File: config.mk
export PLATFORM = sky130hd
export DESIGN_NAME = ir_dir_detect
export DESIGN_NICKNAME = d
export VERILOG_FILES = /design/src/rtl/ir_dir_pkg.sv /design/src/rtl/ir_debounce.sv /design/src/rtl/ir_dir_detect.sv
export SDC_FILE = /design/constraint.sdc
export NUM_CORES = 1
export LEC_CHECK = 0
export CAP_MARGIN = 25
export CORE_MARGIN = 2
export CORE_UTILIZATION = 50
export CTS_CLUSTER_DIAMETER = 60
export DETAILED_ROUTE_END_ITERATION = 6
export PLACE_DENSITY = 0.75
export SYNTH_ARGS = -nofsm -noshare
export SYNTH_HDL_FRONTEND = slang
export SYNTH_SLANG_ARGS = --single-unit
File: constraint.sdc
create_clock -name CLK -period 2.8 [get_ports CLK]
set_input_delay 0.56 -clock CLK [delete_from_list [all_inputs] [get_ports CLK]]
set_output_delay 0.56 -clock CLK [all_outputs]
set_load 0.005 [all_outputs]
File: src/rtl/ir_dir_pkg.sv
// Shared types and constants for the IR beam direction detector.
package ir_dir_pkg;

    typedef enum logic [1:0] {
        IDLE = 2'd0,
        FWD  = 2'd1,
        REV  = 2'd2,
        ERR  = 2'd3
    } ir_dir_state_t;

    localparam logic DIR_ASC  = 1'b1;
    localparam logic DIR_DESC = 1'b0;

    function automatic logic isBusy(input ir_dir_state_t s);
        return s != IDLE;
    endfunction

endpackage

File: src/rtl/ir_debounce.sv
// One IR channel: 2-FF synchroniser, debouncer and registered rising-edge detect on the active level.
module ir_debounce #(
    parameter int DEBOUNCE = 4
) (
    input  logic CLK,
    input  logic RSTn,
    input  logic ir,
    output logic act,
    output logic hit
);

    localparam int CW = $clog2(DEBOUNCE + 1);

    logic          sync1_reg;
    logic          sync2_reg;
    logic          level_reg;
    logic          actDly_reg;
    logic          hit_reg;
    logic [CW-1:0] cnt_reg;

    always_ff @(posedge CLK) begin
        if (!RSTn) begin
            sync1_reg  <= 1'b1;
            sync2_reg  <= 1'b1;
            level_reg  <= 1'b1;
            actDly_reg <= 1'b0;
            hit_reg    <= 1'b0;
            cnt_reg    <= '0;
        end else begin
            sync1_reg <= ir;
            sync2_reg <= sync1_reg;
            // Level only flips after DEBOUNCE consecutive disagreeing samples
            if (sync2_reg != level_reg) begin
                if (cnt_reg == CW'(DEBOUNCE - 1)) begin
                    level_reg <= sync2_reg;
                    cnt_reg   <= '0;
                end else begin
                    cnt_reg <= cnt_reg + CW'(1);
                end
            end else begin
                cnt_reg <= '0;
            end
            actDly_reg <= ~level_reg;
            hit_reg    <= ~level_reg & ~actDly_reg;
        end
    end

    assign act = ~level_reg;
    assign hit = hit_reg;

endmodule

File: src/rtl/ir_dir_detect.sv
// Direction detector: tracks the order of debounced beam hits and reports complete passes.
module ir_dir_detect
    import ir_dir_pkg::*;
#(
    parameter int N_SENS    = 3,
    parameter int DEBOUNCE  = 4,
    parameter int TIMEOUT   = 1000,
    parameter int EN_CYCLES = 16,
    parameter int CNT_W     = 16
) (
    input  logic              CLK,
    input  logic              RSTn,
    input  logic [N_SENS-1:0] IR,
    input  logic              SW,
    output logic              dir,
    output logic              en,
    output logic              valid,
    output logic              err,
    output logic              busy,
    output logic [CNT_W-1:0]  fwd_cnt,
    output logic [CNT_W-1:0]  rev_cnt
);

    localparam int EXP_W = $clog2(N_SENS);
    localparam int GAP_W = (TIMEOUT > 1) ? $clog2(TIMEOUT) : 1;
    localparam int EN_W  = (EN_CYCLES > 0) ? $clog2(EN_CYCLES + 1) : 1;

    localparam logic [N_SENS-1:0] HIT_FIRST = N_SENS'(1);
    localparam logic [N_SENS-1:0] HIT_LAST  = HIT_FIRST << (N_SENS - 1);
    localparam logic [GAP_W-1:0]  GAP_LAST  = GAP_W'(TIMEOUT - 1);

    logic [N_SENS-1:0] act;
    logic [N_SENS-1:0] hitVec;

    for (genvar gi = 0; gi < N_SENS; gi++) begin : g_deb
        ir_debounce #(
            .DEBOUNCE(DEBOUNCE)
        ) u_deb (
            .CLK (CLK),
            .RSTn(RSTn),
            .ir  (IR[gi]),
            .act (act[gi]),
            .hit (hitVec[gi])
        );
    end

    ir_dir_state_t     state_reg, state_next;
    logic [EXP_W-1:0]  exp_reg, exp_next;
    logic [GAP_W-1:0]  gap_reg, gap_next;
    logic [EN_W-1:0]   enCnt_reg;
    logic [CNT_W-1:0]  fwdCnt_reg, revCnt_reg;
    logic              dir_reg, valid_reg, err_reg;
    logic              passDone, passDir, errSet;
    logic [N_SENS-1:0] expMask;
    logic [EXP_W-1:0]  termIdx;

    assign expMask = HIT_FIRST << exp_reg;
    assign termIdx = (state_reg == FWD) ? EXP_W'(N_SENS - 1) : '0;

    always_comb begin
        state_next = state_reg;
        exp_next   = exp_reg;
        gap_next   = gap_reg;
        passDone   = 1'b0;
        passDir    = DIR_ASC;
        errSet     = 1'b0;
        if (!SW) begin
            state_next = IDLE;
            gap_next   = '0;
        end else begin
            case (state_reg)
                IDLE: begin
                    gap_next = '0;
                    if (hitVec == HIT_FIRST) begin
                        state_next = FWD;
                        exp_next   = EXP_W'(1);
                    end else if (hitVec == HIT_LAST) begin
                        state_next = REV;
                        exp_next   = EXP_W'(N_SENS - 2);
                    end else if (|hitVec) begin
                        state_next = ERR;
                        errSet     = 1'b1;
                    end
                end
                FWD, REV: begin
                    if (hitVec == expMask) begin
                        gap_next = '0;
                        if (exp_reg == termIdx) begin
                            passDone   = 1'b1;
                            passDir    = (state_reg == FWD) ? DIR_ASC : DIR_DESC;
                            state_next = IDLE;
                        end else begin
                            exp_next = (state_reg == FWD) ? exp_reg + EXP_W'(1)
                                                          : exp_reg - EXP_W'(1);
                        end
                    end else if ((|hitVec) || (gap_reg == GAP_LAST)) begin
                        state_next = ERR;
                        errSet     = 1'b1;
                    end else begin
                        gap_next = gap_reg + GAP_W'(1);
                    end
                end
                ERR: begin
                    // Hold until every beam is clear so a lingering object cannot restart a pass
                    gap_next = '0;
                    if (!(|act)) begin
                        state_next = IDLE;
                    end
                end
                default: state_next = IDLE;
            endcase
        end
    end

    always_ff @(posedge CLK) begin
        if (!RSTn) begin
            state_reg  <= IDLE;
            exp_reg    <= '0;
            gap_reg    <= '0;
            enCnt_reg  <= '0;
            fwdCnt_reg <= '0;
            revCnt_reg <= '0;
            dir_reg    <= 1'b0;
            valid_reg  <= 1'b0;
            err_reg    <= 1'b0;
        end else begin
            state_reg <= state_next;
            exp_reg   <= exp_next;
            gap_reg   <= gap_next;
            valid_reg <= passDone;
            err_reg   <= errSet;
            if (passDone) begin
                dir_reg <= passDir;
            end
            if (passDone && passDir == DIR_ASC && fwdCnt_reg != '1) begin
                fwdCnt_reg <= fwdCnt_reg + CNT_W'(1);
            end
            if (passDone && passDir == DIR_DESC && revCnt_reg != '1) begin
                revCnt_reg <= revCnt_reg + CNT_W'(1);
            end
            if (!SW) begin
                enCnt_reg <= '0;
            end else if (passDone) begin
                enCnt_reg <= EN_W'(EN_CYCLES);
            end else if (enCnt_reg != '0) begin
                enCnt_reg <= enCnt_reg - EN_W'(1);
            end
        end
    end

    assign dir     = dir_reg;
    assign en      = (enCnt_reg != '0);
    assign valid   = valid_reg;
    assign err     = err_reg;
    assign busy    = isBusy(state_reg);
    assign fwd_cnt = fwdCnt_reg;
    assign rev_cnt = revCnt_reg;

endmodule

==> results of run 1 <==
[worst max-delay path, stage by stage, from the launching register on]
cell	delay (ns)
dfxtp_1	0.39
inv_1	0.09
ha_1	0.26
xnor2_1	0.16
ha_1	0.18
buf_4	0.13
and3_1	0.19
nand4_1	0.22
a2111oi_4	0.30
or4b_1	0.48
o21ai_0	0.09
[synthesized netlist by cell type (4+ instances only)]
master and number:
nor2_1 37, xor2_1 7, o31ai_1 16, ha_1 15, a21oi_1 26, nor4_1 4, nor3_1 12, or3_1 13
and3_1 4, nand2_1 37, o21ai_0 14, xnor2_1 12, mux2i_1 10, nand3_1 18, or4_1 15, dfxtp_1 78
nand4_1 10, clkbuf_1 12, inv_1 22, nand2b_1 10
[routing by layer]
metal | vias to the layer above | part of all wire | global-route usage
met4 | 0 | 0.020 | 0.0855
met5 | - | 0 | 0
li1 | 1606 | - | -
met2 | 71 | 0.45 | 0.300
met3 | 15 | 0.039 | 0.0494
met1 | 1453 | 0.49 | 0.272
[kinds of logic (layout without fill, tap and decap cells)]
family,Yosys count,in the layout,synth area share
XOR/XNOR,19,19,0.0454
flip-flops,78,78,0.426
adder cells (fa/ha/maj),15,15,0.0512
AND/OR/NAND/NOR,177,177,0.260
multiplexers,11,11,0.0304
buffers and inverters,39,89,0.0437
AO/OA/AOI/OAI,78,78,0.144
[worst max-delay path by stage]
stage | startpoint | endpoint | slack [ns]
floorplan | state_reg[1] | rev_cnt[15] | 0.16
global placement | SW | rev_cnt[15] | 0.18
detailed placement | SW | rev_cnt[15] | 0.09
CTS | state_reg[1] | rev_cnt[15] | 0.08
global route | exp_reg[0] | fwd_cnt[3] | 0.01
finish | state_reg[1] | fwd_cnt[11] | 0.25
[where the power goes]
part / total, mW / internal [mW] / switching, mW
combinational: 0.280 / 0.139 / 0.141
sequential: 1.16 / 1.14 / 0.0182
clock: 0.804 / 0.340 / 0.464
total: 2.24 / 1.62 / 0.623
[stage by stage]
stage                     utilization  cell area, µm²  setup slack, ns
after floorplan                     -            3670            0.159
after global placement          0.584            4190            0.178
after detailed placement        0.584            4190           0.0936
after CTS                       0.610            4370           0.0773
after global routing            0.612            4390           0.0101
final                           0.612            4390            0.245
[layout make-up]
class	instances	area share
Clock buffer	9	0.0282
Clock inverter	7	0.0142
Inverter	22	0.0188
Multi-Input combinational cell	300	0.444
Sequential cell	78	0.355
Tap cell	99	0.0282
Timing Repair Buffer	51	0.111
[what timing repair did]
| item | in CTS | in global routing |
|---|---|---|
| setup endpoints to repair | 0 | 6 |
| setup buffers | 0 | 2 |
| resized for setup | 0 | 1 |
| hold buffers | 0 | 0 |
==> flow_metrics.env, run 1 <==
export IMPL_rrSetupSlack_ns=0.25
export IMPL_final_nets=483
export IMPL_hpwl_mm=5.22
export IMPL_ys_seq_area_frac=0.426
export IMPL_port_buffers=42
export IMPL_power_mw=2.24
export IMPL_yosys_area_top_type="dfxtp_1"
export IMPL_final_common_cell="dfxtp_1"
export IMPL_timing_fmax_mhz=391
export IMPL_setup_tns_ns=0
export IMPL_grt_pass1_wl_mm=12.5
export IMPL_die_h_um=89.7
export IMPL_die_width_um=89.7
export IMPL_r2r_start="state_reg[1]"
export IMPL_clockBufferDepth=2
export IMPL_multiInputGateArea_um2=1950
export IMPL_grt_overflow=0
export IMPL_syn_area_um2=3670
export IMPL_finClkSkew_ns=0.00877
export IMPL_diodes=0
export IMPL_grt_total_usage=0.199
export IMPL_root_buffer="clkbuf_8"
export IMPL_antenna_found_initial=0
export IMPL_synth_edf_count=0
export IMPL_min_from="g_deb[2].u_deb.actDly_reg"
export IMPL_cellPowerDensity_nw_per_um2=510
export IMPL_grt_pass1_vias=2753
export IMPL_drv_slew=0
export IMPL_mostFrequentLayoutCells="78 x dfxtp_1, 42 x clkdlybuf4s50_1, 37 x nor2_1, 37 x nand2_1, 26 x a21oi_1"
export IMPL_ant_nets=0
export IMPL_synth_nets=438
export IMPL_synth_cells=417
export IMPL_h_tree_depth=3
export IMPL_synth_async_reset_ratio=0
export IMPL_dr_pass1_iters=4
export IMPL_whs_endpoint="g_deb[2].u_deb.hit"
export IMPL_n_fill_cell=617
export IMPL_status="finished, final reports clean"
export IMPL_power_leakage_nw=1.48
export IMPL_cts_sinks=78
export IMPL_finalSetupViolations=0
export IMPL_ir_drop_mv=0.392
export IMPL_place_gp_congestion=0.845
export IMPL_yosysTopAreaCellShare=0.426
export IMPL_wire_per_inst_um=13.3
export IMPL_vias=3145
export IMPL_cts_tree="done"
export IMPL_numCtsBuffers=9
export IMPL_grt_max_degree=25
export IMPL_fin_crit_ns=2.55
export IMPL_cap_violations=0
export IMPL_clkLatencyLatePin_ns=0.36
export IMPL_avgSynthCellArea_um2=8.80
export IMPL_final_cells=566
export IMPL_final_hold_viol_count=0
export IMPL_placed_cells=548
export IMPL_area_growth_pct=19.7
export IMPL_ff2ff_path_depth=10
export IMPL_vias_per_cell=5.56
export IMPL_finalCritPeriodShare=0.912
export IMPL_io_pins=43
export IMPL_synth_main_ff_cell="dfxtp_1"
export IMPL_ys_types=57
export IMPL_worst_setup_path_end_kind="flop"
export IMPL_startpoint_type="flop"
export IMPL_slew_headroom=0.328
export IMPL_cp_max_fo=5
export IMPL_cp_required_ns=3.09
export IMPL_worstReg2RegEnd="fwd_cnt[11]"
export IMPL_synthTopCellsByArea="dfxtp_1 43%, ha_1 5.1%, nand2_1 3.8%, nor2_1 3.8%, a21oi_1 3.5%"
export IMPL_worstMarginPinSlew_ns=1.00
export IMPL_drive_gt1_frac=0.0792
export IMPL_route_detailed_drc=0
export IMPL_seq_area_um2=1560
export IMPL_worstHoldPathCells=1
export IMPL_rsz0062_at_grt="no"
export IMPL_hp_class="reg -> reg"
export IMPL_synth_seq_cells=78
export IMPL_fin_hold_ws_ns=0.376
export IMPL_core_rowCount=31
export IMPL_yosys_warnings=0
export IMPL_clkTransAtPathRegs_ns=0.09
export IMPL_drt_first_iter_violations=242
export IMPL_critPathArrivalTime_ns=2.84
export IMPL_wl_mm=7.52
export IMPL_core_area_um2=7180
export IMPL_die_area_um2=8040
export IMPL_start_util=0.511
export IMPL_critPathKind="reg -> reg"
(Power assumes the default switching activity.)
==> inputs of run 2 (changes only) <==
--- a/config.mk
+++ b/config.mk
@@ -11,6 +11,7 @@
 export CTS_CLUSTER_DIAMETER = 60
 export DETAILED_ROUTE_END_ITERATION = 6
 export PLACE_DENSITY = 0.75
+export SKIP_CTS_REPAIR_TIMING = 1
 export SYNTH_ARGS = -nofsm -noshare
 export SYNTH_HDL_FRONTEND = slang
 export SYNTH_SLANG_ARGS = --single-unit
==> results of run 2 <==
No change in the layout: final DEF, timing and power equal those of run 1.
